$ cat src/rtl/alu_pkg.sv
// rtl/alu_pkg.sv - shared op codes and FSM state type for the bit-serial ALU
package alu_pkg;

    localparam logic [1:0] OP_ADD = 2'b00;
    localparam logic [1:0] OP_CMP = 2'b01;
    localparam logic [1:0] OP_RSV = 2'b10;
    localparam logic [1:0] OP_AND = 2'b11;

    typedef enum logic [1:0] {
        IDLE = 2'd0,
        RUN  = 2'd1,
        DONE = 2'd2
    } state_t;

endpackage

$ cat src/rtl/alu_bit_slice.sv
// rtl/alu_bit_slice.sv - combinational 1-bit ALU slice shared across all bit positions
module alu_bit_slice
    import alu_pkg::*;
(
    input  logic       a_i,
    input  logic       b_i,
    input  logic       c_i,
    input  logic [1:0] op,
    output logic       f,
    output logic       c_o,
    output logic       bit_gt,
    output logic       bit_lt
);

    always_comb begin
        f   = 1'b0;
        c_o = 1'b0;
        case (op)
            OP_ADD: begin
                f   = a_i ^ b_i ^ c_i;
                c_o = (a_i & b_i) | (a_i & c_i) | (b_i & c_i);
            end
            OP_AND: f = a_i & b_i;
            default: begin
                f   = 1'b0;
                c_o = 1'b0;
            end
        endcase
    end

    // Per-bit ordering; the controller only folds these in for CMP.
    assign bit_gt = a_i & ~b_i;
    assign bit_lt = ~a_i & b_i;

endmodule

$ cat src/rtl/alu_serial_ctrl.sv
// rtl/alu_serial_ctrl.sv - sequencer running one ALU slice over WIDTH cycles, LSB first
module alu_serial_ctrl
    import alu_pkg::*;
#(
    parameter int WIDTH = 4
) (
    input  logic             clk,
    input  logic             rst,
    input  logic             start,
    input  logic [1:0]       op,
    input  logic [WIDTH-1:0] a,
    input  logic [WIDTH-1:0] b,
    output logic             busy,
    output logic             done,
    output logic [WIDTH-1:0] result,
    output logic             cout,
    output logic             neg,
    output logic             eq,
    output logic             gt,
    output logic             lt
);

    localparam int              CW   = (WIDTH > 1) ? $clog2(WIDTH) : 1;
    localparam logic [CW-1:0]   LAST = CW'(WIDTH - 1);

    state_t           state;
    logic [WIDTH-1:0] a_sr;
    logic [WIDTH-1:0] b_sr;
    logic [WIDTH-1:0] res_sr;
    logic [CW-1:0]    cnt;
    logic [1:0]       op_q;
    logic             carry_q;
    logic             gt_q;
    logic             lt_q;

    logic             f;
    logic             c_o;
    logic             bit_gt;
    logic             bit_lt;
    logic [WIDTH-1:0] res_next;
    logic             gt_next;
    logic             lt_next;

    alu_bit_slice u_slice (
        .a_i    (a_sr[0]),
        .b_i    (b_sr[0]),
        .c_i    (carry_q),
        .op     (op_q),
        .f      (f),
        .c_o    (c_o),
        .bit_gt (bit_gt),
        .bit_lt (bit_lt)
    );

    // Next-state values are shared by the shift step and the final capture into the outputs.
    always_comb begin
        res_next = {f, res_sr[WIDTH-1:1]};
        gt_next  = gt_q;
        lt_next  = lt_q;
        if (op_q == OP_CMP && (bit_gt | bit_lt)) begin
            gt_next = bit_gt;
            lt_next = bit_lt;
        end
    end

    always_ff @(posedge clk) begin
        if (rst) begin
            state   <= IDLE;
            a_sr    <= '0;
            b_sr    <= '0;
            res_sr  <= '0;
            cnt     <= '0;
            op_q    <= OP_ADD;
            carry_q <= 1'b0;
            gt_q    <= 1'b0;
            lt_q    <= 1'b0;
            busy    <= 1'b0;
            done    <= 1'b0;
            result  <= '0;
            cout    <= 1'b0;
            neg     <= 1'b0;
            eq      <= 1'b0;
            gt      <= 1'b0;
            lt      <= 1'b0;
        end else begin
            case (state)
                IDLE: begin
                    done <= 1'b0;
                    if (start) begin
                        a_sr    <= a;
                        b_sr    <= b;
                        op_q    <= op;
                        res_sr  <= '0;
                        carry_q <= 1'b0;
                        gt_q    <= 1'b0;
                        lt_q    <= 1'b0;
                        cnt     <= '0;
                        busy    <= 1'b1;
                        state   <= RUN;
                    end
                end
                RUN: begin
                    a_sr    <= a_sr >> 1;
                    b_sr    <= b_sr >> 1;
                    res_sr  <= res_next;
                    carry_q <= (op_q == OP_ADD) ? c_o : 1'b0;
                    gt_q    <= gt_next;
                    lt_q    <= lt_next;
                    cnt     <= cnt + 1'b1;
                    if (cnt == LAST) begin
                        state  <= DONE;
                        done   <= 1'b1;
                        result <= res_next;
                        cout   <= (op_q == OP_ADD) & c_o;
                        neg    <= (op_q == OP_ADD) & res_next[WIDTH-1];
                        gt     <= (op_q == OP_CMP) & gt_next;
                        lt     <= (op_q == OP_CMP) & lt_next;
                        eq     <= (op_q == OP_CMP) & ~gt_next & ~lt_next;
                    end
                end
                DONE: begin
                    done  <= 1'b0;
                    busy  <= 1'b0;
                    state <= IDLE;
                end
                default: begin
                    done  <= 1'b0;
                    busy  <= 1'b0;
                    state <= IDLE;
                end
            endcase
        end
    end

endmodule

$ cat config.mk
export PLATFORM = sky130hd
export DESIGN_NAME = alu_serial_ctrl
export DESIGN_NICKNAME = d
export VERILOG_FILES = /design/src/rtl/alu_pkg.sv /design/src/rtl/alu_bit_slice.sv /design/src/rtl/alu_serial_ctrl.sv
export SDC_FILE = /design/constraint.sdc
export NUM_CORES = 1
export LEC_CHECK = 0
export BUFFER_PORTS_ARGS = -buffer_cell sky130_fd_sc_hd__buf_2
export CAP_MARGIN = 40
export CORE_MARGIN = 10
export CORE_UTILIZATION = 35
export CTS_BUF_LIST = sky130_fd_sc_hd__clkbuf_4 sky130_fd_sc_hd__clkbuf_8 sky130_fd_sc_hd__clkbuf_16
export CTS_CLUSTER_SIZE = 20
export DETAILED_ROUTE_END_ITERATION = 7
export PLACE_DENSITY = 0.51
export SETUP_SLACK_MARGIN = 0.15
export SLEW_MARGIN = 20
export SYNTH_ARGS = -nofsm -noshare
export SYNTH_HDL_FRONTEND = slang
export SYNTH_SLANG_ARGS = --single-unit
$ cat constraint.sdc
create_clock -name clk -period 2.4 [get_ports clk]
set_clock_uncertainty 0.15 [all_clocks]
set_input_delay 0 -clock clk [delete_from_list [all_inputs] [get_ports clk]]
set_output_delay 0 -clock clk [all_outputs]
set_load 0.005 [all_outputs]
# After elaboration in Yosys (flattened, before gate mapping)

Index checks and enable logic that the tools add are counted.

Div/mod/pow operators: 0
Reduce and logical (&&, ||, !) cells: 10
Mux-type cells: 22
Eq/ne operators: 6
Add/subtract/negate cells: 1
Bitwise gates (word level): 21
Magnitude comparators: 0
Shift operators: 0
$mul: 0

Operators with widths:

| operator                                                         | count |
|---|---|
| 4-bit one-hot mux with 2 select lines                            | 3 |
| 4-bit 2-to-1 mux                                                 | 3 |
| 1-bit bitwise AND                                                | 11 |
| 1-bit one-hot mux with 2 select lines                            | 5 |
| 2-bit AND reduction                                              | 5 |
| 2-bit one-hot mux with 2 select lines                            | 2 |
| 1-bit 2-to-1 mux                                                 | 6 |
| 2-bit 2-to-1 mux                                                 | 3 |
| 1-bit NOT                                                        | 5 |
| 2-bit by 1-bit == test with 1-bit output (second input constant) | 2 |
| 2-bit == test (second input constant)                            | 2 |
| 2-bit zero test                                                  | 2 |
| 2-bit != test (second input constant)                            | 2 |
| 1-bit OR                                                         | 3 |
| 2-bit by 1-bit adder with 2-bit output (second input constant)   | 1 |
| 2-bit nonzero test                                               | 1 |
| 2-bit OR reduction                                               | 1 |
| 1-bit XOR                                                        | 2 |
| 1-bit logical AND                                                | 1 |

Output and inout bits: 11
Register bits: 32
Input bits: 13
Memories kept: 0
Memory bits (writable): 0
Word-level logic and storage cells: 77
Memory bits (read-only): 0
Bits in latches: 0

# Depth between registers and ports, before layout

Word-level depth: 8
Mapped depth: 5
Depth with buffers taken out: 5

# Hierarchy

Synthesis repeated with hierarchy kept, for this count alone.

Cell total of the unflattened synthesis: 141
Area, all modules: 1435.1 sq um

By module, submodules not included:

| module          | cells each | seq. area each (sq um) | area an instance (sq um) | instances |
|---|---|---|---|---|
| alu_serial_ctrl | 128        | 620.6                  | 1320.0                   | 1 |
| alu_bit_slice   | 13         | 0.0                    | 115.1                    | 1 |

# Worst setup path before layout

No wires, ideal clock.

Path type: flip-flop to flip-flop
Start point: register b_sr[0]
End point: register res_sr[3]
Setup time: 117 ps
Stages on the path, launching flop included: 6
Period minus slack after synthesis: 1563 ps
Required time: 2133 ps
Buffers on the path: 0
Slack: 837 ps
Data arrival time: 1297 ps
Cell sequence: dfxtp_1 inv_1 fa_1 nand2b_1 a21oi_1 a22o_1

Longest elaborated chain between the ends: 4
Elaborated cells on any way between the ends: 5
Those cells by class: mux (2); bitwise (3)

RTL lines:

| item                                      | line                   | RTL |
|---|---|---|
| from (decl)                               | alu_serial_ctrl.sv:28  | `logic [WIDTH-1:0] b_sr;` |
| from (signal assigned)                    | alu_serial_ctrl.sv:104 | `b_sr <= b_sr >> 1;` |
| 1-bit XOR (2 in a row)                    | alu_bit_slice.sv:20    | `f = a_i ^ b_i ^ c_i;` |
| 1-bit one-hot mux with 2 select lines (*) | alu_bit_slice.sv:18    | `case (op)` |
| 4-bit one-hot mux with 2 select lines (*) | alu_serial_ctrl.sv:86  | `case (state)` |
| to (signal assigned)                      | alu_serial_ctrl.sv:105 | `res_sr <= res_next;` |
| to (decl)                                 | alu_serial_ctrl.sv:29  | `logic [WIDTH-1:0] res_sr;` |

Mark *: on every way between the ends. The rest lies on a longest branch, timed or not.
A chain may end at the register's enable or synchronous reset.

# Worst setup path in the final report

Start point: register state[0]
End point: register op_q[0]

Longest elaborated chain between the ends: 2

RTL lines:

| item                          | line                   | RTL |
|---|---|---|
| from (decl)                   | alu_serial_ctrl.sv:26  | `state_t state;` |
| from (signal assigned)        | alu_serial_ctrl.sv:68  | `state <= IDLE;` |
| from (signal assigned)        | alu_serial_ctrl.sv:99  | `state <= RUN;` |
| from (signal assigned)        | alu_serial_ctrl.sv:111 | `state <= DONE;` |
| 2-bit zero test               | alu_serial_ctrl.sv:86  |  |
| 2-bit AND reduction (no line) | --                     |  |
| to (signal assigned)          | alu_serial_ctrl.sv:92  | `op_q <= op;` |
| to (decl)                     | alu_serial_ctrl.sv:31  | `logic [1:0] op_q;` |

No other way between the ends.

==> out/results.txt <==
The initial antenna violation count is 0, and the count of pins on the block boundary is 24. For the global-route wire length before repair, the log shows 5.35 mm. Summing every instance area after synthesis gives 1390 sq um. TritonCTS built the clock tree.

The worst setup path is of the reg -> reg kind. The post-CTS clock slew at the launch and capture registers of the worst setup and hold paths was 0.06 ns; the distinct cell type count of the synthesized netlist was 31. Count of input and output buffers: 23. For the net switching power of the design, the log shows 252 uW. For the final number of hold-violating endpoints, the log shows 0.

The die is 83.0 um tall. Data arrives at the worst endpoint at 1.93 ns. Summed over all instances, the cell type with the most area after synthesis is dfxtp_1. The buffer depth of the longest clock path is 2. The worst setup path is captured at a flop.

The cell row count is 22, and the part of the cycle the worst path needs is 0.798. The flow ran to the end, and the final reports show no timing, DRC or antenna violations. Across the VDD grid, the largest voltage drop is 311 uV.

The worst max-slew margin expressed relative to the limit is 0.530. The initial core utilization is 0.371. For the count of cells resized by post-cts repair, the log shows 0. Among all flip-flop cells after synthesis, the most frequent one is dfxtp_1. Along the worst path, the maximum fanout reaches 9. For the pin with the worst max-slew slack, the measured transition is 0.698 ns. Leakage dissipation: 0.774 nW. The tools report the number of clock buffers inserted by TritonCTS as 5. For the combinational cell fraction of total power, the log shows 0.102. The tools report the number of global-route vias before repair as 1185. The startpoint type of the worst setup path was a flop. For this run, the top clock speed supported by timing is 522 MHz.

Registers take 621 sq um. The fraction of layout instances using a drive strength above 1 came out at 0.206. Compared with the post-synthesis result, the final layout area differs by 25.3%.

The total power per unit cell area is 643 nW/um^2, and the routability-driven placement congestion ratio is 0.788. In this run the number of H-tree levels came out at 2. Yosys attributes the largest share of cell area to dfxtp_1 45%, mux2i_1 7.9%, ha_1 6.3%. After detailed routing, the average wire length per cell comes to 13.0 um.

In this run the horizontal extent of the chip is 83.0 um. Mean area per synthesized cell: 10.1 sq um. The delay of the slowest critical-path stage is 0.56 ns.

The min-delay analysis places its worst path in the category in -> reg. Among all stages on the critical path, the largest delay is contributed by dlygate4sd3_1. The clock period could shrink to 1.92 ns. The buffer type at the clock tree root is clkbuf_8.

The multi-input combinational cells in the finished layout cover a total of 683 sq um. The post-CTS setup buffer count was 0; the number of nets produced by synthesis was 159. The number of clock sinks seen by CTS is 31. The largest net degree at the start of global routing was 21.

The die area is 6880 sq um, and the count of flip-flops with a built-in enable after synthesis is 0. The run gives 0 as the final count of pins violating max slew. For this run the aggregate overflow at the end of global routing stands at 0. In the routed design, unresolved DRC markers number 0. The initial detailed-routing violation count was 27. The most used standard cell by instance count after synthesis was dfxtp_1. The detailed router placed 1068 vias in this run. The logs give 0.447 for the sequential share of the synthesized area and 195 for the count of nets after finishing. For the internal power summed over all cells, the log shows 865 uW.

The clock share of power was 0.407; the Yosys warning count was 0. The total power consumption of the routed design is 1.12 mW. Setup violations remaining at the end of the flow were counted as 0. The top cell type's share of synthesized area is 0.447, and the total routed wirelength is 2.91 mm. At the later pin of the worst-skew pair, clock insertion delay measures 0.28 ns.

The tools report the total negative setup slack as 0 ns. Fraction of power consumed by sequential logic: 0.491. The run gives 0 as the number of maximum-capacitance violations. The async set-or-reset flop fraction in the synthesized netlist works out to 0. The count of inserted antenna diode cells is 0.

The floorplan step defined a core boundary enclosing 3740 sq um. The sum of net half-perimeters after detailed placement came out at 2.10 mm. The critical path goes through nor3b_1 > mux2i_1 > nor2_1 > dlygate4sd3_1.

The first TritonRoute pass finished after 5 iterations. The net switching share of the total power is 0.226. The overall routing resource usage is 0.0922. The commonest cells after synthesis are 31 x dfxtp_1, 11 x mux2i_1, 11 x nand2_1, 9 x a21oi_1, 8 x o2bb2ai_1. The count of hold-fix buffers inserted at cts is 13.

Setup repair after global routing left no endpoint under its margin. Fill cells in the final layout number 381. The tools report the number of nets still failing antenna checks after routing as 0.

The run gives 138 as the number of cells produced by synthesis. The synthesized design contains 31 register bits. Dividing the detail-routed via count by the number of cells gives 4.79.

The required time of the critical path is 2.42 ns.
-- kinds of logic after synthesis --
family / share of synthesized area
and+or+nand+nor: 0.172
AOI/OAI and AO/OA: 0.163
DFF: 0.447
buffers and inverters: 0.0604
muxes: 0.0794
adders and majority gates: 0.0775
-- power groups by stage --
stage,sequential [mW],combinational (mW),clock (mW)
global placement,0.559,0.0993,0
global route,0.550,0.130,0.506
finish,0.548,0.114,0.455
detailed placement,0.559,0.0998,0
CTS,0.548,0.116,0.474
floorplan,0.553,0.0808,0
-- final timing paths --
kind                               from                    to  slack (ns)  cells past startpoint
setup / recovery  state[0]$_SDFFE_PP0P_  op_q[0]$_SDFFE_PP0P_        0.48                      4
hold / removal                    start  b_sr[3]$_SDFFE_PP0P_        0.01                      4
hold reg to reg       cout$_SDFFE_PP0P_     cout$_SDFFE_PP0P_        0.30                      2
setup reg to reg  state[0]$_SDFFE_PP0P_  op_q[0]$_SDFFE_PP0P_        0.48                      4
-- layout by cell type (no fill, tap or decap), drive strengths merged, types with 6 or more instances in the layout --
| cell | n |
|---|---|
| dfxtp | 31 |
| buf | 23 |
| dlygate4sd3 | 13 |
| nand2 | 11 |
| mux2i | 11 |
| a21oi | 9 |
| nor2 | 9 |
| o2bb2ai | 8 |
| clkbuf | 8 |
| inv | 7 |
| ha | 7 |
| nor2b | 6 |
-- state kept, by name, summed over array words and instances, names as in the netlist, 2 cells and up --
name	count
state	2
cnt	2
res_sr	3
b_sr	4
a_sr	4
result	4
op_q	2
-- metrics by stage --
step	utilization	hold slack, ns	cells	area (sq um)	worst slack (ns)
after floorplan	-	-0.00280	138	1390	0.837
after global placement	0.402	0.0841	202	1510	0.769
after detailed placement	0.402	0.0956	202	1510	0.689
after CTS	0.465	0.00101	223	1740	0.490
after global routing	0.465	0.0556	223	1740	0.333
final	0.465	0.0102	223	1740	0.484
-- critical path, delay by kind of cell, from the launching register on --
| kind | cells | cell delay, ns |
|---|---|---|
| and+or+nand+nor | 2 | 0.45 |
| buffers and inverters | 1 | 0.56 |
| muxes | 1 | 0.23 |
| DFF | 1 | 0.42 |
-- metal layers --
metal / routed length [um] / track usage
met5: 0 / 0
met4: 19 / 0.0323
met3: 139 / 0.0420
met2: 1320 / 0.145
met1: 1420 / 0.107
-- final cells by class --
class | instances | area share
multi-input combinational | 93 | 0.393
sequential | 31 | 0.357
timing repair buffer | 36 | 0.141
clock buffer | 8 | 0.0597
tap | 48 | 0.0345
inverter | 7 | 0.0151
Note: power is estimated with default switching activity, not from simulation.
